File: config.mk
export PLATFORM = sky130hd
export DESIGN_NAME = mips_instr_encoder
export DESIGN_NICKNAME = d
export VERILOG_FILES = /design/src/rtl/mips_instr_encoder.sv
export SDC_FILE = /design/constraint.sdc
export NUM_CORES = 1
export LEC_CHECK = 0
export ABC_AREA = 1
export ABC_CLOCK_PERIOD_IN_PS = 4100
export CAP_MARGIN = 20
export CORE_MARGIN = 3
export CORE_UTILIZATION = 30
export DETAILED_ROUTE_END_ITERATION = 10
export DONT_BUFFER_PORTS = 1
export GPL_TIMING_DRIVEN = 0
export PLACE_DENSITY = 0.47
export SETUP_SLACK_MARGIN = 0.05
export SYNTH_ARGS = -nofsm -noshare
export SYNTH_HDL_FRONTEND = slang
export SYNTH_SLANG_ARGS = --single-unit
File: constraint.sdc
create_clock -name clk -period 4.1 [get_ports clk]
set_input_delay 0.82 -clock clk [delete_from_list [all_inputs] [get_ports clk]]
set_output_delay 0.82 -clock clk [all_outputs]
set_load 0.05 [all_outputs]
File: src/rtl/mips_instr_encoder.sv
// Assembles R/I/J field sets into 32-bit MIPS words, buffers them in program order,
// and replays the buffered program over a valid/ready stream when start is pulsed.
module mips_instr_encoder #(
    parameter int DEPTH = 8,
    parameter int AW    = 3
) (
    input  logic          clk,
    input  logic          reset,
    input  logic          in_valid,
    output logic          in_ready,
    input  logic [1:0]    in_fmt,
    input  logic [5:0]    in_opcode,
    input  logic [4:0]    in_rs,
    input  logic [4:0]    in_rt,
    input  logic [4:0]    in_rd,
    input  logic [4:0]    in_shamt,
    input  logic [5:0]    in_funct,
    input  logic [15:0]   in_imm,
    input  logic [25:0]   in_addr,
    input  logic          start,
    output logic          out_valid,
    input  logic          out_ready,
    output logic [31:0]   out_data,
    output logic          out_last,
    output logic          busy,
    output logic [AW:0]   count,
    output logic          err
);

    localparam logic [0:0]    ST_LOAD   = 1'b0;
    localparam logic [0:0]    ST_STREAM = 1'b1;
    localparam logic [AW:0]   CNT_ONE   = (AW+1)'(1);
    localparam logic [AW:0]   CNT_FULL  = (AW+1)'(DEPTH);
    localparam logic [AW-1:0] PTR_ONE   = AW'(1);

    logic [0:0]    state_reg;
    logic [AW:0]   count_reg;
    logic [AW-1:0] rd_ptr_reg;
    logic [31:0]   out_data_reg;
    logic          out_valid_reg;
    logic          out_last_reg;
    logic          err_reg;

    logic [31:0]   mem [DEPTH];

    logic [31:0]   enc_word;
    logic          set_legal;
    logic          accept;
    logic          wr_en;
    logic [AW:0]   count_after_wr;
    logic          start_go;
    logic          xfer;
    logic [AW-1:0] rd_next;
    logic          next_is_last;

    // Field packing and legality; opcodes 0/2/3 belong to R/J space and cannot tag an I word.
    always_comb begin
        enc_word  = 32'd0;
        set_legal = 1'b0;
        case (in_fmt)
            2'd0: begin
                enc_word  = {6'd0, in_rs, in_rt, in_rd, in_shamt, in_funct};
                set_legal = 1'b1;
            end
            2'd1: begin
                enc_word  = {in_opcode, in_rs, in_rt, in_imm};
                set_legal = !((in_opcode == 6'd0) || (in_opcode == 6'd2) || (in_opcode == 6'd3));
            end
            2'd2: begin
                enc_word  = {in_opcode, in_addr};
                set_legal = (in_opcode == 6'd2) || (in_opcode == 6'd3);
            end
            default: begin
                enc_word  = 32'd0;
                set_legal = 1'b0;
            end
        endcase
    end

    assign in_ready       = (state_reg == ST_LOAD) && (count_reg < CNT_FULL);
    assign accept         = in_valid && in_ready;
    assign wr_en          = accept && set_legal;
    assign count_after_wr = wr_en ? (count_reg + CNT_ONE) : count_reg;
    assign start_go       = (state_reg == ST_LOAD) && start && (count_after_wr != '0);
    assign xfer           = (state_reg == ST_STREAM) && out_valid_reg && out_ready;
    assign rd_next        = rd_ptr_reg + PTR_ONE;
    assign next_is_last   = ({1'b0, rd_next} == (count_reg - CNT_ONE));

    always_ff @(posedge clk) begin
        if (wr_en) begin
            mem[count_reg[AW-1:0]] <= enc_word;
        end
    end

    always_ff @(posedge clk) begin
        if (reset) begin
            state_reg     <= ST_LOAD;
            count_reg     <= '0;
            rd_ptr_reg    <= '0;
            out_data_reg  <= 32'd0;
            out_valid_reg <= 1'b0;
            out_last_reg  <= 1'b0;
            err_reg       <= 1'b0;
        end else begin
            err_reg <= accept && !set_legal;
            case (state_reg)
                ST_LOAD: begin
                    count_reg <= count_after_wr;
                    if (start_go) begin
                        state_reg     <= ST_STREAM;
                        rd_ptr_reg    <= '0;
                        out_valid_reg <= 1'b1;
                        out_last_reg  <= (count_after_wr == CNT_ONE);
                        // A word written in the start cycle at slot 0 is not yet in the array.
                        out_data_reg  <= (wr_en && (count_reg == '0)) ? enc_word : mem[0];
                    end
                end
                default: begin
                    if (xfer) begin
                        if (out_last_reg) begin
                            state_reg     <= ST_LOAD;
                            count_reg     <= '0;
                            rd_ptr_reg    <= '0;
                            out_valid_reg <= 1'b0;
                            out_last_reg  <= 1'b0;
                        end else begin
                            rd_ptr_reg   <= rd_next;
                            out_data_reg <= mem[rd_next];
                            out_last_reg <= next_is_last;
                        end
                    end
                end
            endcase
        end
    end

    assign out_valid = out_valid_reg;
    assign out_data  = out_data_reg;
    assign out_last  = out_last_reg;
    assign busy      = (state_reg == ST_STREAM);
    assign count     = count_reg;
    assign err       = err_reg;

endmodule
==> Word level (Yosys, flattened, before mapping) <==
Memories as Yosys holds them, arrays and structs flattened.
Index checks and enable logic that the tools add are counted.
{ "totals": {"ram_bits": 256, "elab_cells": 74, "input_bits": 81, "mem_count": 1, "out_inout_bits": 41, "reg_bits": 43} }
{ "classes": {"n_reduce_logical": 23, "add_sub_neg": 3, "n_eq_ne": 9, "bitwise": 1, "n_mux": 29, "order_cmp": 1} }
{ "mem_list": {"columns": ["memory", "words", "word_bits", "rd", "rd_clocked_by_memory_dff", "write_ports", "line_no", "source"], "rows": [
  ["mem", 8, 32, 2, 0, 1, "44", "logic [31:0] mem [DEPTH];"]
]} }
{ "op_table": {"columns": ["op", "n"], "rows": [
  ["two-way mux 32 bit", 5],
  ["one-hot mux 32 bit (3 select lines)", 1],
  ["two-way mux 4 bit", 4],
  ["two-way mux 1 bit", 14],
  ["equality test 6 x 2 -> 1 bit, second input constant", 2],
  ["two-way mux 3 bit", 4],
  ["logical AND 1 bit", 9],
  ["zero test 6 bit", 1],
  ["AND reduction 3 bit", 2],
  ["adder 4 x 1 -> 4 bit, second input constant", 1],
  ["equality test 3 x 4 -> 1 bit", 1],
  ["equality test 4 x 1 -> 1 bit, second input constant", 1],
  ["zero test 4 bit", 1],
  ["< comparator 4 bit, second input constant", 1],
  ["inequality test 2 x 1 -> 1 bit, second input constant", 2],
  ["AND reduction 2 bit", 2],
  ["nonzero test 4 bit", 1],
  ["subtractor 4 x 1 -> 4 bit, second input constant", 1],
  ["adder 3 x 1 -> 3 bit, second input constant", 1],
  ["logical OR 1 bit", 3],
  ["one-hot mux 1 bit (3 select lines)", 1],
  ["equality test 2 x 1 -> 1 bit, second input constant", 1],
  ["equality test 2 bit, second input constant", 1],
  ["zero test 1 bit", 2],
  ["4 further kinds", 4]
]} }

==> Depth between registers and ports, before layout <==
Gate-level depths: netlist of run 1.
{ "logic_depth": {"word_depth": 11, "ltp_mapped": 16, "mapped_depth_nobuf": 15} }

==> Least setup slack after synthesis of run 1 <==
Ideal clock, no wire load.
{ "synth_path": {"kind": "reg2reg", "start": "register count_reg[3], in the netlist count[3]", "end": "memory mem[1][0], enable pin", "path_buffers": 1, "required_ns": 3.679, "setup_time_ns": 0.421, "t_arrival_ns": 3.184, "path_slack_ns": 0.494, "path_stages_with_launch": 9, "period_less_slack_ns": 3.606, "cell_sequence": "dfxtp_1 -> nor2_2 -> nand2_1 -> inv_2 -> nand2_4 -> inv_2 -> buf_2 -> nand2_1 -> nor2_1"} }
{ "synth_between": {"elab_chain_cells": 6} }
{ "synth_lines": {"columns": ["item", "line_no", "source"], "rows": [
  ["start, declared", "37", "logic [AW:0] count_reg;"],
  ["start signal, assigned", "108", "count_reg <= count_after_wr;"],
  ["< comparator 4 bit", "80", "assign in_ready = (state_reg == ST_LOAD) && (count_reg < CNT_FULL);"],
  ["logical AND 1 bit", "80", null],
  ["via in_ready", "10", "output logic in_ready,"],
  ["logical AND 1 bit", "81", "assign accept = in_valid && in_ready;"],
  ["logical AND 1 bit", "82", "assign wr_en = accept && set_legal;"],
  ["two-way mux 1 bit", "90", "if (wr_en) begin"],
  ["two-way mux 1 bit (implied by the code)", "91", "mem[count_reg[AW-1:0]] <= enc_word;"],
  ["end, declared", "44", null]
]} }
The timed path passes the listed nets, and every way through them passes these cells.

==> Final worst setup path of run 1 <==
{ "layout_path": {"start": "register count_reg[3], in the netlist count[3]", "end": "memory mem[5][15], enable pin"} }
The elaborated chain is that of the path after synthesis.

==> results.toml, run 1 <==
[setup_path]
start_kind = "flop"
endpoint_kind = "flop"
crit_slowest_cell = "nor2_2"
crit_chain = "nor2_2 -> nand2_1 -> inv_2 -> nand2_4 -> inv_2 -> buf_2 -> nand2_1 -> nor2_4 -> buf_12"
crit_fanout = 21
crit_arrival_ns = 3.67
cp_slowest_stage_delay_ns = 0.59
r2r_slack_ns = 0.64
critPathKind = "flop to flop"
worst_ep_required_time_ns = 4.31

[logic_synthesis]
synth_top_family_by_area = "simple AND/OR/NAND/NOR gates"
synth_area_leaders = "edfxtp_1 56%, dfxtp_1 6.3%, nor2_1 4.9%"
ys_warn_count = 0
synth-seq-cells = 299
yosysUniqueCellTypes = 37
synth_top_area_share_pct = 56.3
ys.flop_type = "edfxtp_1"
synth_edf_count = 256
synth_common_cells = "256 x edfxtp_1, 177 x nor2_1, 142 x nand2_1"
syn_avg_cell_area_um2 = 10.2
synth-xor-area-share_pct = 0.193
synth_cells = 1338
synthAdderAreaFrac_pct = 0.367
synth_seq_area_share_pct = 62.6
synth_area_leader_cell = "edfxtp_1"
synth_compound_area_share_pct = 12.5
synth_nets = 1423
synthArstFlopShare_pct = 0
synth_simple_gate_area_share_pct = 16.7
yosysMostFrequentCell = "edfxtp_1"
syn_area_mm2 = 0.0136
synthMuxAreaShare_pct = 0

[pwr]
pwr-share-clk_pct = 34.1
intPower_mw = 6.09
p_leak_nw = 5.93
power.share.sequential_pct = 42.6
combPwrFrac_pct = 23.4
p_sw_mw = 3.24
swShare_pct = 34.8
vdd_drop_max_uv = 288
powerDensity_mw_per_mm2 = 591

[timing]
finalSetupViolations = 0
post-route-period-util_pct = 84.5
holdWs_ns = 0.504
slew_viol_final = 0
rsz0062_at_grt = "false"
worst-slew-pin-transition_ns = 1.07
fin_skew_ns = 0.0177
fmax_ghz = 0.289
hold_viol = 0
maxSlewHeadroom_pct = 28.6
period_minus_slack_ns = 3.46
finalSetupTns_ns = 0

[clock_tree]
clk_transition_reported_paths_ns = 0.06
holdBufCountCts = 0
clockRootBuffer = "clkbuf_16"
cts_tree = "built"
cts_sinks = 299
clk_latency_ns = 0.52
cts_setup_buffers = 0
postCtsResizedCells = 0
cts_made_buffers = 35
htree_levels = 2
clock_tree.buffer_depth = 3

[layout]
nets = 1468
area_growth_pct = 15.7
layout-drive-gt1-share_pct = 11.8
antenna_cells = 0
fill_cells = 4485
largest_reg_flops = 256

[die]
floorplan.initialDensity_pct = 30.6
ios = 122
die_area_mm2 = 0.0481
fp.coreArea_mm2 = 0.0446
num_rows = 77
die_w_um = 219
die_y_um = 219

[routing]
drt-initial-drc-count = 956
drc = 0
routedWlPerCell_um = 22.0
wirelength_mm = 43.9
vias = 9924
firstDrtPassIters = 5
final_antenna_net_count = 0
viasPerCell = 4.96

[global_route]
grt.overflow.total = 0
first_global_vias = 9716
antenna_found_initial = 1
grt_max_degree = 25
grt_usage_pct = 18.3
grt_pass1_wl_mm = 64.6

[placement]
dp_hpwl_mm = 31.0
routabilityCongestion = 0.839
port_buffers = 0

[outcome]
status = "finished clean"

[flow_run]
cap_violations = 0

[min_path]
hp-class = "input pin to flop"
-- layout make-up --
type                       count  area [µm²]  area share [%]
multi-input combinational    789        4120            26.1
sequential                   299        8550            54.1
tap                          592         741            4.69
clock buffer                  45         956            6.05
timing repair buffer           8         183            1.16
clock inverter                17         206            1.31
buffer                        90         434            2.75
inverter                     160         601            3.80
-- routing by layer --
layer  up-vias  GRT usage (%)  part of all wire, %
met2       359           28.2                   45
met1      4773           25.9                   47
met3        59           3.79                  6.7
li1       4733              -                    -
met4         0           5.18                  2.2
met5         -              0                    0
-- worst paths after layout --
| kind | start | end | cells past startpoint |
|---|---|---|---|
| max reg2reg | count[3]$_SDFFE_PP0P_ | mem[5][15]$_DFFE_PP_ | 9 |
| min reg2reg | rd_ptr_reg[1]$_SDFFE_PP0P_ | rd_ptr_reg[1]$_SDFFE_PP0P_ | 2 |
| max | count[3]$_SDFFE_PP0P_ | mem[5][15]$_DFFE_PP_ | 9 |
| min | in_valid | err$_SDFF_PP0_ | 2 |
-- power by group through the flow --
stage          registers [mW]  logic (mW)  clock network [mW]
6_report                 3.97        2.18                3.18
5_1_grt                  3.99        2.41                3.37
4_1_cts                  3.98        2.18                3.24
3_5_place_dp             4.04        2.17                   0
3_3_place_gp             4.04        2.13                   0
2_1_floorplan            4.00        1.41                   0
-- through the flow --
step                std cells  total power [mW]  area, µm²  utilization, %  worst slack, ns
floorplan                1338              5.42      13600               -            0.494
global placement         1930              6.17      14400            32.3            -1.57
detailed placement       1938              6.21      14600            32.8            0.643
CTS                      2000              9.40      15800            35.4            0.623
global route             2000              9.77      15800            35.4            0.463
finish                   2000              9.33      15800            35.4            0.637
-- placed cells by master, fill, tap and decap left out, types with 33 or more instances in the layout --
cell type / n
clkbuf_16: 37
dfxtp_1: 43
edfxtp_1: 256
o21ai_0: 132
nand3_1: 97
a21oi_1: 76
o211ai_1: 33
nor2_1: 170
nand2_1: 142
clkbuf_1: 46
inv_1: 137
-- logic make-up (layout without fill, tap and decap cells) --
kind of cell / count (synthesis) / after routing
xor gates and xnor gates: 3 / 3
adders and majority gates: 4 / 4
and+or+nand+nor: 487 / 487
DFF: 299 / 299
buffers and inverters: 250 / 320
AOI/OAI and AO/OA: 295 / 295
-- worst max-delay path: cells and delay by family (launching register included) --
family                 cells  cell delay (ns)
buffers and inverters      4             0.91
flip-flops                 1             0.56
AND/OR/NAND/NOR            5             1.65
No activity file was read; power rests on OpenSTA's default activity.
==> run 2, diff against run 1 <==
- ABC_CLOCK_PERIOD_IN_PS: 4100 -> 2800
- PLACE_DENSITY: 0.47 -> 0.48
- clock period: 4.1 -> 2.8 ns (I/O delays scaled with it)
==> run 2 against run 1 <==
Net effect: final area is 0.86% higher; via count increased by 0.24%; register-to-register slack worse by 0.44 ns; count of clock-buffer cells in the layout fell by 2; global-route usage fell by 0.061 points; setup slack got worse by 0.44 ns.
==> results.toml, run 2 (same netlist as run 1, synthesis figures left out) <==
[global_route]
grt_usage_pct = 18.2
grt.overflow.total = 0
grt_pass1_wl_mm = 64.1
first_global_vias = 9664
antenna_found_initial = 0
grt_max_degree = 25

[pwr]
p_leak_nw = 6.01
power_mw = 13.8
powerDensity_mw_per_mm2 = 867
vdd_drop_max_uv = 465

[layout]
antenna_cells = 0
finalInstanceArea_mm2 = 0.0159
largest_reg_flops = 256
layout-drive-gt1-share_pct = 13.1
layout_commonest_cell = "edfxtp_1"
area_growth_pct = 16.7
mostFrequentLayoutCells = "256 x edfxtp_1, 170 x nor2_1, 141 x nand2_1, 137 x inv_1, 132 x o21ai_0"
nets = 1473

[clock_tree]
clock_tree.buffer_depth = 3
htree_levels = 2
clk_latency_ns = 0.53
cts_made_buffers = 36
cts_tree = "built"
clk_transition_reported_paths_ns = 0.06
clockRootBuffer = "clkbuf_16"
cts_sinks = 299
holdBufCountCts = 0

[setup_path]
crit_slowest_cell = "clkbuf_1"
crit_fanout = 10
crit_chain = "buf_2 -> clkbuf_1 -> o21ai_0 -> o221ai_1 -> nand3_1 -> nand2_1 -> clkinv_1 -> nand3_2 -> nand2_1 -> nor2_1"
start_kind = "flop"
path_common_cell = "nand2_1"
path_buf_inv = 3
cpLargestDelayFamily = "buffers and inverters"
r2r_slack_ns = 0.19
cp_slowest_stage_delay_ns = 0.68
endpoint_kind = "flop"
crit_arrival_ns = 3.07
critPathKind = "flop to flop"
worst_ep_required_time_ns = 3.26

[routing]
drc = 0
vias = 9948
wirelength_mm = 43.9
routedWlPerCell_um = 21.9
viasPerCell = 4.96
final_antenna_net_count = 0
firstDrtPassIters = 5
drt-initial-drc-count = 1022

[outcome]
status = "finished clean"

[die]
ios = 122
num_rows = 77
die_area_mm2 = 0.0481
die_y_um = 219
floorplan.initialDensity_pct = 30.6
fp.coreArea_mm2 = 0.0446
die_w_um = 219

[timing]
finalSetupViolations = 0
slew_viol_final = 0
hold_viol = 0
fmax_ghz = 0.383
post-route-period-util_pct = 93.2
maxSlewHeadroom_pct = 30.5
rsz0062_at_grt = "false"
period_minus_slack_ns = 2.61
worst-slew-pin-transition_ns = 1.04
fin_skew_ns = 0.0203

[placement]
place_area_mm2 = 0.0146
dp_hpwl_mm = 30.7
port_buffers = 0
routabilityCongestion = 0.834

[flow_run]
cap_violations = 0

[min_path]
hp-class = "input pin to flop"
==> run 2: cell types whose count changed in the layout (fill, tap and decap cells not counted), sizes merged <==
cell	change
inv	+2
bufinv	+1
clkbuf	+1
buf	+1
clkinv	-1
==> run 2: timing repair <==
| action | 4_1_cts | 5_1_grt |
|---|---|---|
| pin swaps | 4 | 2 |
| hold endpoints to repair | 0 | 0 |
| setup buffers | 4 | 0 |
| resized for setup | 8 | 13 |
| endpoints found under the setup margin | 151 | 131 |
==> run 2: power by group <==
| group | internal [mW] | switching (mW) | leakage (nW) | total, mW |
|---|---|---|---|---|
| Sequential | 5.14 | 0.677 | 2.69 | 5.82 |
| Clock | 2.96 | 1.81 | 0.582 | 4.77 |
| Combinational | 0.918 | 2.29 | 2.74 | 3.20 |
| Total | 9.02 | 4.77 | 6.01 | 13.8 |
==> run 2: stage by stage <==
stage               cells  hold WS [ns]  worst slack, ns  util, %  TNS [ns]
finish               2004         0.237            0.192     35.7         0
global route         2004         0.238           0.0687     35.7         0
CTS                  2004         0.208           0.0784     35.7         0
detailed placement   1938         0.520           -0.591     32.8    -43.50
global placement     1930         0.512            -2.11     32.3   -292.46
floorplan            1338         0.482           -0.281        -    -26.98
==> run 2: worst paths after layout <==
check                        startpoint                         end  depth (start not counted)
min                            in_valid              err$_SDFF_PP0_                          2
min reg2reg  rd_ptr_reg[2]$_SDFFE_PP0P_  rd_ptr_reg[2]$_SDFFE_PP0P_                          2
max reg2reg  rd_ptr_reg[0]$_SDFFE_PP0P_   out_data[11]$_SDFFE_PP0P_                         10
max          rd_ptr_reg[0]$_SDFFE_PP0P_   out_data[11]$_SDFFE_PP0P_                         10
==> run 2: metal layers <==
| layer | GRT usage (%) | vias up | routed length [µm] |
|---|---|---|---|
| li1 | - | 4730 | - |
| met1 | 26.2 | 4833 | 20400 |
| met2 | 28.7 | 327 | 19800 |
| met3 | 2.80 | 58 | 2800 |
| met4 | 4.64 | 0 | 926 |
| met5 | 0 | - | 0 |
==> run 2: cell type report <==
class	instances	area [µm²]
Multi-Input combinational cell	789	4130
Buffer	90	449
Timing Repair Buffer	12	258
Tap cell	592	741
Clock buffer	43	948
Clock inverter	19	248
Inverter	160	601
Fill cell	4483	28700
Sequential cell	299	8550
